`config.mk`:
```
export PLATFORM = sky130hd
export DESIGN_NAME = fetch_unit
export DESIGN_NICKNAME = d
export VERILOG_FILES = /design/src/rtl/fetch_unit.sv
export SDC_FILE = /design/constraint.sdc
export NUM_CORES = 1
export LEC_CHECK = 0
export CAP_MARGIN = 20
export CORE_MARGIN = 2
export CORE_UTILIZATION = 45
export CTS_CLUSTER_SIZE = 30
export DETAILED_ROUTE_END_ITERATION = 10
export PLACE_DENSITY_LB_ADDON = 0.3
export SYNTH_ARGS = -nofsm -noshare
export SYNTH_HDL_FRONTEND = slang
export SYNTH_SLANG_ARGS = --single-unit
```
`constraint.sdc`:
```
create_clock -name clock -period 6 [get_ports clock]
set_input_delay 1.5 -clock clock [delete_from_list [all_inputs] [get_ports clock]]
set_output_delay 1.5 -clock clock [all_outputs]
set_load 0.05 [all_outputs]
```
`src/rtl/fetch_unit.sv`:
```
// fetch_unit: PC generation and instruction fetch front end feeding the IF/ID
// register. Issues sequential word fetches over a valid/ready request channel,
// buffers in-order responses in a small FIFO, and flushes on EX redirects while
// discarding responses still in flight from the old path.
// Optional macro FETCH_PERF_CNT_EN adds a saturating starvation counter on
// perf_starve_count; without it the port is tied to zero.
module fetch_unit #(
    parameter int unsigned     XLEN            = 32,
    parameter logic [XLEN-1:0] RESET_PC        = '0,
    parameter int unsigned     FIFO_DEPTH      = 2,
    parameter int unsigned     MAX_OUTSTANDING = 2
) (
    input  logic            clock,
    input  logic            reset,
    output logic            imem_req_valid,
    input  logic            imem_req_ready,
    output logic [XLEN-1:0] imem_req_addr,
    input  logic            imem_rsp_valid,
    input  logic [31:0]     imem_rsp_data,
    input  logic            redirect_valid,
    input  logic [XLEN-1:0] redirect_pc,
    input  logic            pause,
    output logic            inst_valid,
    output logic [XLEN-1:0] pc_out,
    output logic [31:0]     inst_out,
    output logic [31:0]     perf_starve_count
);

    localparam int unsigned OW  = $clog2(MAX_OUTSTANDING + 1);
    localparam int unsigned PW  = $clog2(FIFO_DEPTH);
    localparam int unsigned CW  = $clog2(FIFO_DEPTH + 1);
    localparam logic [31:0] NOP = 32'h0000_0013;

    logic [XLEN-1:0] fetch_pc_q, fetch_pc_d;
    // Address of the next response that will be kept; advances only on kept
    // responses, so it always tracks the new path after a redirect.
    logic [XLEN-1:0] rsp_pc_q, rsp_pc_d;
    logic [OW-1:0]   outst_q, outst_d;
    logic [OW-1:0]   drop_q, drop_d;
    logic [PW-1:0]   rd_ptr_q, rd_ptr_d;
    logic [PW-1:0]   wr_ptr_q, wr_ptr_d;
    logic [CW-1:0]   count_q, count_d;
    logic [XLEN-1:0] fifo_pc_q   [FIFO_DEPTH];
    logic [31:0]     fifo_inst_q [FIFO_DEPTH];

    logic            credit_ok;
    logic            req_fire;
    logic            push;
    logic            pop;
    logic [XLEN-1:0] redirect_tgt;
    logic            unused_redirect_lsb;

    assign redirect_tgt        = {redirect_pc[XLEN-1:2], 2'b00};
    assign unused_redirect_lsb = ^redirect_pc[1:0];

    // Outstanding requests (including ones that will be dropped) hold FIFO
    // credit, which is what keeps the FIFO from ever overflowing.
    assign credit_ok = (32'(outst_q) < 32'(MAX_OUTSTANDING)) &&
                       ((32'(outst_q) + 32'(count_q)) < 32'(FIFO_DEPTH));

    assign imem_req_valid = ~reset & ~redirect_valid & credit_ok;
    assign imem_req_addr  = fetch_pc_q;
    assign req_fire       = imem_req_valid & imem_req_ready;

    assign push       = imem_rsp_valid & (drop_q == '0) & ~redirect_valid;
    assign inst_valid = (count_q != '0);
    assign pop        = inst_valid & ~pause & ~redirect_valid;

    assign pc_out   = inst_valid ? fifo_pc_q[rd_ptr_q]   : '0;
    assign inst_out = inst_valid ? fifo_inst_q[rd_ptr_q] : NOP;

    // Next-state for pc, credit counters and FIFO pointers; redirect wins.
    always_comb begin
        fetch_pc_d = fetch_pc_q;
        rsp_pc_d   = rsp_pc_q;
        drop_d     = drop_q;
        rd_ptr_d   = rd_ptr_q;
        wr_ptr_d   = wr_ptr_q;
        count_d    = count_q;
        outst_d    = outst_q + OW'(req_fire) - OW'(imem_rsp_valid);
        if (redirect_valid) begin
            fetch_pc_d = redirect_tgt;
            rsp_pc_d   = redirect_tgt;
            drop_d     = outst_q - OW'(imem_rsp_valid);
            rd_ptr_d   = '0;
            wr_ptr_d   = '0;
            count_d    = '0;
        end else begin
            if (req_fire) begin
                fetch_pc_d = fetch_pc_q + XLEN'(4);
            end
            if (imem_rsp_valid && (drop_q != '0)) begin
                drop_d = drop_q - OW'(1);
            end
            if (push) begin
                wr_ptr_d = wr_ptr_q + PW'(1);
                rsp_pc_d = rsp_pc_q + XLEN'(4);
            end
            if (pop) begin
                rd_ptr_d = rd_ptr_q + PW'(1);
            end
            count_d = count_q + CW'(push) - CW'(pop);
        end
    end

    // Control state registers with synchronous reset.
    always_ff @(posedge clock) begin
        if (reset) begin
            fetch_pc_q <= RESET_PC;
            rsp_pc_q   <= RESET_PC;
            outst_q    <= '0;
            drop_q     <= '0;
            rd_ptr_q   <= '0;
            wr_ptr_q   <= '0;
            count_q    <= '0;
        end else begin
            fetch_pc_q <= fetch_pc_d;
            rsp_pc_q   <= rsp_pc_d;
            outst_q    <= outst_d;
            drop_q     <= drop_d;
            rd_ptr_q   <= rd_ptr_d;
            wr_ptr_q   <= wr_ptr_d;
            count_q    <= count_d;
        end
    end

    // FIFO storage; validity is tracked by count_q so no reset is needed.
    always_ff @(posedge clock) begin
        if (push) begin
            fifo_pc_q[wr_ptr_q]   <= rsp_pc_q;
            fifo_inst_q[wr_ptr_q] <= imem_rsp_data;
        end
    end

`ifdef FETCH_PERF_CNT_EN
    logic [31:0] starve_q;

    // Count cycles where the decoder could accept but nothing is buffered.
    always_ff @(posedge clock) begin
        if (reset) begin
            starve_q <= '0;
        end else if (~pause & ~inst_valid & ~redirect_valid & (starve_q != '1)) begin
            starve_q <= starve_q + 32'd1;
        end
    end

    assign perf_starve_count = starve_q;
`else
    assign perf_starve_count = '0;
`endif

    a_no_overflow: assert property (@(posedge clock) disable iff (reset)
        !(imem_rsp_valid && (drop_q == '0) && (count_q == CW'(FIFO_DEPTH))));

    a_drop_le_outst: assert property (@(posedge clock) disable iff (reset)
        drop_q <= outst_q);

endmodule

```
==> results.md <==
- The reported max-cap violation count is 0.
- The power consumption is 3.04 mW.
- The number of buffers created by CTS is 17.
- The count of endpoints failing hold in the final timing report was 0.
- The placer congestion estimate is 0.881.
- Among all flip-flop cells after synthesis, the most frequent one is edfxtp_1.
- In this run the remaining antenna-violating nets after routing total 0.
- The summed instance area of the synthesized netlist is 8740 µm².
- The async set or reset register ratio after synthesis is 0%.
- The via count of the first global-routing pass is 5674.
- The initialized floorplan defines 50 standard-cell rows.
- Compared with the post-synthesis result, the final layout area differs by 26.4%.
- The cell area after placement is 10500 µm².
- The endpoint identified for the worst register-to-register timing path is outst_q[1]$_SDFF_PP0_.
- The total number of H-tree levels is 4.
- The core area is 18900 µm².
- The flow ran to the end, and the final reports show no timing, DRC or antenna violations.
- The startpoint identified for the worst hold timing path is rsp_pc_q[31]$_SDFFE_PP0P_.
- The combined global-route utilization of all metal layers is 19.0%.
- The number of sinks handled by clock tree synthesis is 193.
- STA puts the critical path data arrival time at 2.84 ns.
- Of the total power, the share spent switching nets is 26.2%.
- In this run the mean area of a mapped cell was 11.3 µm².
- The count of flip-flops with a built-in enable after synthesis is 124.
- The diode insertion count for antenna repair is 0.
- The first global-routing pass estimated 30100 µm of wire.
- The post-placement setup slack is 1.66 ns.
- In the final layout, the share of cells above drive strength 1 is 5.87%.
- In this run the power spent charging and discharging nets is 796 µW.
- The share of total power dissipated in the clock network is 35.8%.
- For this block, the routed nets add up to 19600 µm of wire.
- In the layout the commonest cells are 159 x clkdlybuf4s50_1, 124 x edfxtp_1, 108 x nor2_1.
- Counting along the longest clock path gives a buffer depth of 2.
- The die height is 143 µm.
- The number of gates resized after CTS was 0.
- The total count of max-transition violations in the final report is 0.
- The routed design could run at a clock period as short as 4.34 ns.
- The worst hold path passes through 0 cells.
- The worst reg2reg path depth is 11.
- The initial utilization of the core area, before any placement, comes to 46.2%.
- The library cell used most frequently in the layout, excluding fill and tap cells, is clkdlybuf4s50_1.
- Counting distinct cell types in the post-synthesis netlist gives 55.
- The endpoint of the worst hold-timing path is fifo_pc_q[0][31]$_DFFE_PP_.
- The filler cells instantiated in the layout total 1607.
- Post-CTS timing repair inserted 0 buffers for setup.
- Dividing the final minimum period by the clock period gives 72.4%.
- In the routed layout, each cell is associated on average with a via count of 5.21.
- In this run, flip-flops and latches consume 50.3% of the power.
- The start-to-end type of the worst setup path is reg -> out.
- The total setup violations reported at the end of the flow is 0.
- For this run, design rule violations remaining after detail routing come to 0.
- The setup skew after layout is 0.0135 ns.
- The number of warnings printed during yosys synthesis is 0.
- Static timing analysis puts the maximum clock frequency at 0.230 GHz.
- The combinational share of power is 13.8%.
- The number of synthesized register bits is 193.
- The detailed placer's ending HPWL is 13700 µm.
- The first TritonRoute pass finished after 5 iterations.
- Measured against its own limit, the worst slew margin works out to 33.1%.
- The die width is 143 µm.
- The tree is rooted in a clkbuf_16.
- The endpoint required time on the critical path is 4.50 ns.
- The worst-skew pair later-pin latency is 0.43 ns.
- The cell area after layout is 11000 µm².
- The die covers 20500 µm².
- The internal power contribution is 2.25 mW.
- TritonCTS built the clock tree.
- In this run the worst hold path is classified as reg -> reg.
- Entering global routing, the biggest net connects 60 pins.
- Setup repair after global routing left no endpoint under its margin.
- Pin placement for this block handled 200 I/O pins.
- The total overflow left after global routing is 0.
- Hold repair after CTS inserted 0 buffers.
- The setup check on the worst reg-to-reg path leaves a slack of 2.70 ns.
- Synthesis produced a netlist whose cell count is 772.
- In this run the critical register-to-register path is launched from count_q[0]$_SDFF_PP0_.
- Clock-pin slew was measured on the worst setup and hold paths at 0.07 ns.
- The leakage power is 3.67 nW.
- STA classifies the critical path endpoint as an output port.
- Dividing total power by cell area gives a power density of 276 nW/µm².
- The worst path meets setup with 1.66 ns of slack.
- The transition at the pin with the smallest max-transition slack is 1.00 ns.
- Port buffering added 161 buffers.
- The sequential share of the synthesized area is 58.4%.
- The highest fanout seen on the critical path is 38.
- The number of antenna violations at the first check in global routing came to 0.
- The number of nets in the final layout is 1003.
- The largest voltage drop on the vdd net is 0.204 mV.
- The overall via count from detail_route is 6236.
- The final routed wire length divided by cell count is 16.4 µm.
- The startpoint type of the worst setup path is a flip-flop.
- After routing, the total negative slack on setup checks comes to 0 ns.
- The violation count after the first detailed-route iteration is 331.
-- how the worst max path moves through the flow --
| stage | startpoint | endpoint | slack, ns | cells after the start |
|---|---|---|---|---|
| 2_1_floorplan | redirect_valid | fifo_inst_q[0][0]$_DFFE_PP_ | 0.67 | 5 |
| 3_3_place_gp | redirect_valid | imem_req_valid | 1.66 | 4 |
| 3_5_place_dp | redirect_valid | imem_req_valid | 1.66 | 4 |
| 4_1_cts | flip-flop | inst_out[15] | 1.59 | 4 |
| 5_1_grt | flip-flop | pc_out[11] | 1.48 | 4 |
| 6_report | flip-flop | inst_out[15] | 1.66 | 4 |
-- worst max-delay path, cell delays in order, from the launching register on --
cell and delay [ns]:
dfxtp_4 0.78, buf_4 0.51, mux2i_1 0.16, nor2_1 0.12, clkdlybuf4s50_1 0.82
-- synthesized netlist by cell type (16+ instances only) --
library cell,instances,area [µm²]
edfxtp_1,124,3720
nor2_1,111,417
dfxtp_1,69,1380
mux2i_1,65,651
nand2_1,54,203
buf_4,37,278
nand3_1,28,140
clkbuf_1,25,93.8
xnor2_1,25,219
xor2_1,20,175
a21oi_1,19,95.1
nand4_1,19,119
inv_1,17,63.8
a211oi_1,16,120
-- routing by layer --
layer | wire, µm | track usage [%]
met1 | 9170 | 27.9
met2 | 8550 | 28.7
met3 | 1630 | 4.03
met4 | 224 | 5.37
met5 | 0 | 0
-- state kept, by name, indices dropped and copies added, names as in the netlist, named ones only --
signal / flops
imem_req_addr: 30
count_q: 2
wr_ptr_q: 1
rsp_pc_q: 30
rd_ptr_q: 1
drop_q: 2
fifo_inst_q: 64
outst_q: 2
fifo_pc_q: 60
-- power by group through the flow --
stage,logic [mW],registers (mW),clock network [mW]
finish,0.421,1.53,1.09
detailed placement,0.420,1.56,0
global placement,0.416,1.56,0
floorplan,0.257,1.59,0
global route,0.452,1.54,1.17
CTS,0.423,1.53,1.12
-- final cells by class --
type                    instances  area [µm²]  share of cell area (%)
inverters                      18        70.1                   0.634
flip-flops and latches        193        5110                    46.3
repair buffers                171        1680                    15.2
well taps                     260         325                    2.95
clock inverters                10         111                    1.01
clock buffers                  22         454                    4.11
multi-input cells             523        3300                    29.8
-- through the flow --
step	utilization (%)	hold slack, ns	instances
final	58.5	0.473	1197
after global routing	58.5	0.481	1197
after CTS	58.5	0.477	1197
after detailed placement	55.5	0.468	1165
after global placement	55.5	0.459	1165
after floorplan	-	0.447	807
-- logic make-up (layout without fill, tap and decap cells) --
kind of cell / count (synthesis) / in the layout / synth area share (%)
buffers and inverters: 91 / 221 / 5.60
DFF: 193 / 193 / 58.4
and+or+nand+nor: 270 / 270 / 15.0
adders and majority gates: 9 / 9 / 1.37
other: 1 / 36 / 0.0429
xor gates and xnor gates: 45 / 45 / 4.51
muxes: 66 / 66 / 7.58
AOI/OAI and AO/OA: 97 / 97 / 7.49
No activity file was read; power rests on OpenSTA's default activity.
